===== config.mk =====
export PLATFORM = sky130hd
export DESIGN_NAME = tetris_move_scheduler
export DESIGN_NICKNAME = d
export VERILOG_FILES = /design/src/rtl/tetris_pkg.sv /design/src/rtl/das_channel.sv /design/src/rtl/tetris_move_scheduler.sv
export SDC_FILE = /design/constraint.sdc
export NUM_CORES = 1
export LEC_CHECK = 0
export ABC_AREA = 1
export CORE_MARGIN = 1.5
export CORE_UTILIZATION = 60
export DETAILED_ROUTE_END_ITERATION = 8
export GPL_TIMING_DRIVEN = 0
export HOLD_SLACK_MARGIN = 0.06
export MAX_ROUTING_LAYER = met4
export PLACE_DENSITY = 0.85
export SETUP_SLACK_MARGIN = 0.4
export SLEW_MARGIN = 20
export SYNTH_ARGS = -nofsm -noshare
export SYNTH_HDL_FRONTEND = slang
export SYNTH_SLANG_ARGS = --single-unit

===== constraint.sdc =====
create_clock -name gm_clk -period 4.4 [get_ports gm_clk]
set_clock_uncertainty 0.2 [all_clocks]
set_input_delay 0.88 -clock gm_clk [delete_from_list [all_inputs] [get_ports gm_clk]]
set_output_delay 0.88 -clock gm_clk [all_outputs]
set_load 0.05 [all_outputs]

===== src/rtl/tetris_pkg.sv =====
// Shared command codes, FSM state and pending-flag bundle for the tetris move scheduler.
// Also hosts the gravity-period and command-priority helpers used by the top.
package tetris_pkg;

  typedef enum logic [2:0] {
    CMD_NONE  = 3'd0,
    CMD_ROT   = 3'd1,
    CMD_LEFT  = 3'd2,
    CMD_RIGHT = 3'd3,
    CMD_SOFT  = 3'd4,
    CMD_GRAV  = 3'd5
  } cmd_t;

  typedef enum logic [0:0] {
    ST_IDLE  = 1'b0,
    ST_ISSUE = 1'b1
  } state_t;

  typedef struct packed {
    logic rot;
    logic left;
    logic right;
    logic down;
    logic grav;
  } pend_t;

  // Gravity period in ticks, never faster than two ticks per row.
  function automatic int fall_period(input int base_fall, input logic [3:0] lvl);
    int p;
    p = base_fall - 2 * int'({28'd0, lvl});
    return (p < 2) ? 2 : p;
  endfunction

  function automatic cmd_t pick_cmd(input pend_t p);
    cmd_t c;
    if (p.rot)        c = CMD_ROT;
    else if (p.left)  c = CMD_LEFT;
    else if (p.right) c = CMD_RIGHT;
    else if (p.down)  c = CMD_SOFT;
    else if (p.grav)  c = CMD_GRAV;
    else              c = CMD_NONE;
    return c;
  endfunction

endpackage


===== src/rtl/das_channel.sv =====
// One button's press edge plus delayed auto-shift repeat, paced by the game tick.
// Press/rpt are combinational one-cycle pulses; release clears the hold count; no backpressure.
module das_channel
  import tetris_pkg::*;
#(
  parameter int DAS_DELAY = 10,
  parameter int DAS_RATE  = 3
) (
  input  logic gm_clk,
  input  logic gm_rst_n,
  input  logic btn,
  input  logic tick,
  output logic press,
  output logic rpt
);

  localparam int MAXV = (DAS_DELAY > DAS_RATE) ? DAS_DELAY : DAS_RATE;
  localparam int CW   = (MAXV > 1) ? $clog2(MAXV) : 1;

  logic          btn_q;
  logic          rpt_mode;
  logic [CW-1:0] cnt;
  logic          limit_hit;

  assign press     = btn & ~btn_q;
  assign limit_hit = rpt_mode ? (cnt == CW'(DAS_RATE - 1)) : (cnt == CW'(DAS_DELAY - 1));
  assign rpt       = btn & ~press & tick & limit_hit;

  // The press cycle itself never counts as a held tick.
  always_ff @(posedge gm_clk or negedge gm_rst_n) begin
    if (!gm_rst_n) begin
      btn_q    <= 1'b0;
      rpt_mode <= 1'b0;
      cnt      <= '0;
    end else begin
      btn_q <= btn;
      if (!btn || press) begin
        cnt      <= '0;
        rpt_mode <= 1'b0;
      end else if (tick) begin
        if (limit_hit) begin
          cnt      <= '0;
          rpt_mode <= 1'b1;
        end else begin
          cnt <= cnt + 1'b1;
        end
      end
    end
  end

endmodule


===== src/rtl/tetris_move_scheduler.sv =====
// Turns buttons, DAS repeats and gravity into one-at-a-time core commands; 2 cycles pending->offer.
// cmd_valid/cmd hold until cmd_ready; new requests coalesce into one pending flag per source.
module tetris_move_scheduler
  import tetris_pkg::*;
#(
  parameter int TICK_DIV   = 1666667,
  parameter int BASE_FALL  = 30,
  parameter int DAS_DELAY  = 10,
  parameter int DAS_RATE   = 3,
  parameter int LEVEL_STEP = 1000
) (
  input  logic        gm_clk,
  input  logic        gm_rst_n,
  input  logic        down,
  input  logic        left,
  input  logic        right,
  input  logic        rott,
  input  logic        game_active,
  input  logic [15:0] score,
  output logic        cmd_valid,
  output cmd_t        cmd,
  input  logic        cmd_ready,
  output logic [3:0]  level
);

  localparam int TW = (TICK_DIV > 1) ? $clog2(TICK_DIV) : 1;
  localparam int GW = $clog2(BASE_FALL + 3);

  logic [TW-1:0] tick_cnt;
  logic          tick;
  logic [3:0]    level_q;
  logic [31:0]   threshold;
  logic          lvl_up;
  int            fall_per;
  logic [GW-1:0] grav_cnt;
  logic          grav_hit;
  logic          rott_q;
  logic          l_press, l_rpt, r_press, r_rpt, d_press, d_rpt;
  logic          both_held;
  pend_t         pend, set_p, clr_p, pend_nxt;
  state_t        state;
  cmd_t          cmd_q;
  logic          accept;

  assign tick = (tick_cnt == TW'(TICK_DIV - 1));

  always_ff @(posedge gm_clk or negedge gm_rst_n) begin
    if (!gm_rst_n) tick_cnt <= '0;
    else           tick_cnt <= tick ? '0 : tick_cnt + 1'b1;
  end

  // Threshold keeps advancing after level saturates so it never re-fires on the same score.
  assign lvl_up = ({16'd0, score} >= threshold);

  always_ff @(posedge gm_clk or negedge gm_rst_n) begin
    if (!gm_rst_n) begin
      level_q   <= 4'd0;
      threshold <= 32'(LEVEL_STEP);
    end else if (lvl_up) begin
      threshold <= threshold + 32'(LEVEL_STEP);
      if (level_q != 4'd15) level_q <= level_q + 1'b1;
    end
  end

  always_comb begin
    fall_per = fall_period(BASE_FALL, level_q);
    grav_hit = tick && game_active && ((int'(32'(grav_cnt)) + 1) >= fall_per);
  end

  das_channel #(.DAS_DELAY(DAS_DELAY), .DAS_RATE(DAS_RATE)) u_das_left (
    .gm_clk   (gm_clk),
    .gm_rst_n (gm_rst_n),
    .btn      (left),
    .tick     (tick),
    .press    (l_press),
    .rpt      (l_rpt)
  );

  das_channel #(.DAS_DELAY(DAS_DELAY), .DAS_RATE(DAS_RATE)) u_das_right (
    .gm_clk   (gm_clk),
    .gm_rst_n (gm_rst_n),
    .btn      (right),
    .tick     (tick),
    .press    (r_press),
    .rpt      (r_rpt)
  );

  das_channel #(.DAS_DELAY(DAS_DELAY), .DAS_RATE(DAS_RATE)) u_das_down (
    .gm_clk   (gm_clk),
    .gm_rst_n (gm_rst_n),
    .btn      (down),
    .tick     (tick),
    .press    (d_press),
    .rpt      (d_rpt)
  );

  assign both_held = left & right;
  assign accept    = (state == ST_ISSUE) && cmd_ready;

  // Simultaneous left+right presses cancel each other; holding both silences repeats.
  always_comb begin
    set_p       = '0;
    set_p.rot   = rott & ~rott_q;
    set_p.left  = (l_press & ~r_press) | (l_rpt & ~both_held);
    set_p.right = (r_press & ~l_press) | (r_rpt & ~both_held);
    set_p.down  = d_press | d_rpt;
    set_p.grav  = grav_hit;
  end

  always_comb begin
    clr_p = '0;
    if (accept) begin
      case (cmd_q)
        CMD_ROT:   clr_p.rot   = 1'b1;
        CMD_LEFT:  clr_p.left  = 1'b1;
        CMD_RIGHT: clr_p.right = 1'b1;
        CMD_SOFT: begin
          clr_p.down = 1'b1;
          clr_p.grav = 1'b1;
        end
        CMD_GRAV:  clr_p.grav  = 1'b1;
        default:   clr_p       = '0;
      endcase
    end
  end

  assign pend_nxt = game_active ? pend_t'(set_p | (pend & ~clr_p)) : pend_t'('0);

  always_ff @(posedge gm_clk or negedge gm_rst_n) begin
    if (!gm_rst_n) begin
      pend   <= '0;
      rott_q <= 1'b0;
    end else begin
      pend   <= pend_nxt;
      rott_q <= rott;
    end
  end

  // A soft drop already moves the piece down, so it restarts the gravity period.
  always_ff @(posedge gm_clk or negedge gm_rst_n) begin
    if (!gm_rst_n) begin
      grav_cnt <= '0;
    end else if (!game_active || (accept && cmd_q == CMD_SOFT)) begin
      grav_cnt <= '0;
    end else if (tick) begin
      grav_cnt <= grav_hit ? '0 : grav_cnt + 1'b1;
    end
  end

  always_ff @(posedge gm_clk or negedge gm_rst_n) begin
    if (!gm_rst_n) begin
      state <= ST_IDLE;
      cmd_q <= CMD_NONE;
    end else begin
      case (state)
        ST_IDLE: begin
          if (game_active && (|pend)) begin
            state <= ST_ISSUE;
            cmd_q <= pick_cmd(pend);
          end
        end
        ST_ISSUE: begin
          if (cmd_ready) begin
            state <= ST_IDLE;
            cmd_q <= CMD_NONE;
          end
        end
        default: begin
          state <= ST_IDLE;
          cmd_q <= CMD_NONE;
        end
      endcase
    end
  end

  assign cmd_valid = (state == ST_ISSUE);
  assign cmd       = cmd_q;
  assign level     = level_q;

endmodule


==> metrics.yaml <==
outcome: "finished clean"
cp_slowest_stage_delay_ns: 0.85
worst_path_max_delay_cell: "clkdlybuf4s50_1"
overflow: 0
crit_buf_inv: 1
core_area_um2: 8130
final_common_cell: "nand2_1"
highest_layer: "met4"
slew_headroom_pct: 62.0
ir_drop_mv: 0.438
grt_max_degree: 46
path_class: "register to output pin"
crit_path_end_kind: "output pin"
dr.pass1.iters: 4
rows: 33
ys_seq_area_share_pct: 44.1
drtIter0Drc: 210
max_freq_mhz: 363
cts_tree: "yes"
die_w_um: 94.4
wl_met2_um: 5300
r2r_slack_ns: 2.14
cts_hold_buf: 0
p_per_area_nw_per_um2: 425
synth_area_um2: 5010
arrival_ns: 1.67
clock_path_buffers: 2
pre_cts_slack_ns: 1.40
io_buffers: 31
cts.clk_slew.worst_paths_ns: 0.08
fin_crit_ns: 2.75
min_path_type: "register to register"
synth_flop_cell: "dfrtp_1"
dr_total_vias: 4118
numClockSinks: 88
worstRegToRegCells: 14
area_growth_pct: 13.5
ys_types: 44
rsz0062_at_grt: "false"
synth-edff-count: 0
avgRoutedWirePerCell_um: 13.6
synth_nets: 667
cts_resized: 0
path_delay_family: "buffers and inverters"
hold_viol: 0
wl_met1_um: 4580
dpl-instance-area_um2: 5470
r2r_start: "threshold[5]"
worstSkewPairLatency_ns: 0.36
tightest_slew_ns: 0.570
crit_chain: "clkdlybuf4s50_1"
drc: 0
cp_max_fo: 7
io_pins: 32
synth_seq_cells: 88
crit_required_ns: 3.32
slew_violations: 0
start_kind: "register"
htreeDepth: 3
cts_buffers: 9
fin_area_um2: 5680
die_area_um2: 8900
post_cts_buffers: 0
syn_avg_cell_area_um2: 8.10
hold_depth: 1
fin_crit_sh_pct: 62.6
antenna_found_initial: 0
setup_ws_ns: 1.65
wl_met3_um: 412
cap_viol_max_count: 0
antenna_left: 0
synth_warnings: 0
min_from: "threshold[28]"
r2r-end: "level[1]"
gr-usage-all-layers_pct: 26.7
drt_wl_total_um: 10500
mostFrequentLayoutCells: "nand2_1 (130), inv_1 (94), dfrtp_1 (82)"
holdWs_ns: 0.262
place_hpwl_um: 7860
grt_pass1_wl_um: 18100
clock-root-buffer: "clkbuf_8"
power_mw: 2.41
setup_viol: 0
syn_inst: 618
drive_gt1_share_pct: 9.16
grt_pass1_vias: 4013
dp_cells: 755
worst_hold_path.endpoint: "threshold[28]"
routed_via_density: 5.34
start_util_pct: 61.6
fin_cells: 771
async_reset_ff_share_pct: 100
gp_congestion: 0.936
die_y_um: 94.4
leakagePower_nw: 2.86
antenna_cells: 0
num-nets-final: 710
## synthesized netlist by cell type, types with 2 or more instances
| master | instances | area (um^2) |
|---|---|---|
| a22oi_1 | 3 | 22.5 |
| dfrtp_1 | 82 | 2050 |
| o22ai_1 | 5 | 31.3 |
| buf_2 | 2 | 10.0 |
| inv_2 | 5 | 18.8 |
| nor3_1 | 7 | 35.0 |
| nor2_4 | 3 | 33.8 |
| inv_1 | 94 | 353 |
| o21ai_0 | 20 | 100 |
| clkbuf_1 | 18 | 67.6 |
| o21bai_1 | 3 | 22.5 |
| or2_2 | 2 | 12.5 |
| nor3_2 | 8 | 80.1 |
| o21ai_1 | 14 | 70.1 |
| a21o_1 | 2 | 15.0 |
| nor2_1 | 49 | 184 |
| nand4_1 | 20 | 125 |
| ha_1 | 25 | 313 |
| inv_4 | 2 | 12.5 |
| nand3_1 | 40 | 200 |
| a21oi_1 | 23 | 115 |
| dfstp_2 | 6 | 158 |
| nand3_2 | 3 | 30.0 |
| nand2_2 | 6 | 37.5 |
| xor2_1 | 26 | 228 |
| nand2_1 | 130 | 488 |
| a31oi_1 | 3 | 18.8 |
## report_power, final
part	leakage (nW)	switching, mW	internal, mW
sequential	1.16	0.103	0.923
combinational	1.59	0.499	0.292
clock	0.110	0.285	0.313
## registers in the layout (all words and copies together) (netlist names), 3 cells and up
name             count
threshold           29
tick_cnt            21
grav_cnt             6
pend                 5
level                4
u_das_down.cnt       4
u_das_left.cnt       4
u_das_right.cnt      4
cmd                  3
## per-stage QoR
stage	util, %	setup TNS, ns
floorplan	-	0
CTS	69.9	0
detailed placement	67.2	0
global route	69.9	0
finish	69.9	0
global placement	67.0	-66.17
## kinds of logic after synthesis
group	share of synthesized area, %
buffers and inverters	9.89
adder cells (fa/ha/maj)	6.25
AO/OA/AOI/OAI	8.84
flip-flops	44.1
AND/OR/NAND/NOR	26.2
XOR/XNOR	4.72
## per-layer routing
| metal | vias to the layer above | track usage, % |
|---|---|---|
| li1 | 2067 | - |
| met1 | 1948 | 32.1 |
| met2 | 87 | 46.0 |
| met3 | 16 | 5.39 |
| met4 | 0 | 6.97 |
| met5 | - | - |
## how the worst max path moves through the flow
stage / startpoint / endpoint / slack [ns] / depth (start not counted)
2_1_floorplan: score[15] / level[2] / 2.05 / 13
3_3_place_gp: gm_rst_n / grav_cnt[0] / -0.81 / 1
3_5_place_dp: score[15] / level[1] / 1.40 / 14
4_1_cts: level[3] / level[3] / 1.62 / 1
5_1_grt: level[3] / level[3] / 1.58 / 1
6_report: level[2] / level[2] / 1.65 / 1
## area by class of cell
| class | count | area [um^2] |
|---|---|---|
| fill | 631 | 2450 |
| multi-input combinational | 406 | 2300 |
| sequential | 88 | 2210 |
| inverter | 101 | 384 |
| timing repair buffer | 32 | 328 |
| clock buffer | 13 | 169 |
| tap | 105 | 131 |
| buffer | 23 | 111 |
| clock inverter | 3 | 47.5 |
Note: power is estimated with default switching activity, not from simulation.
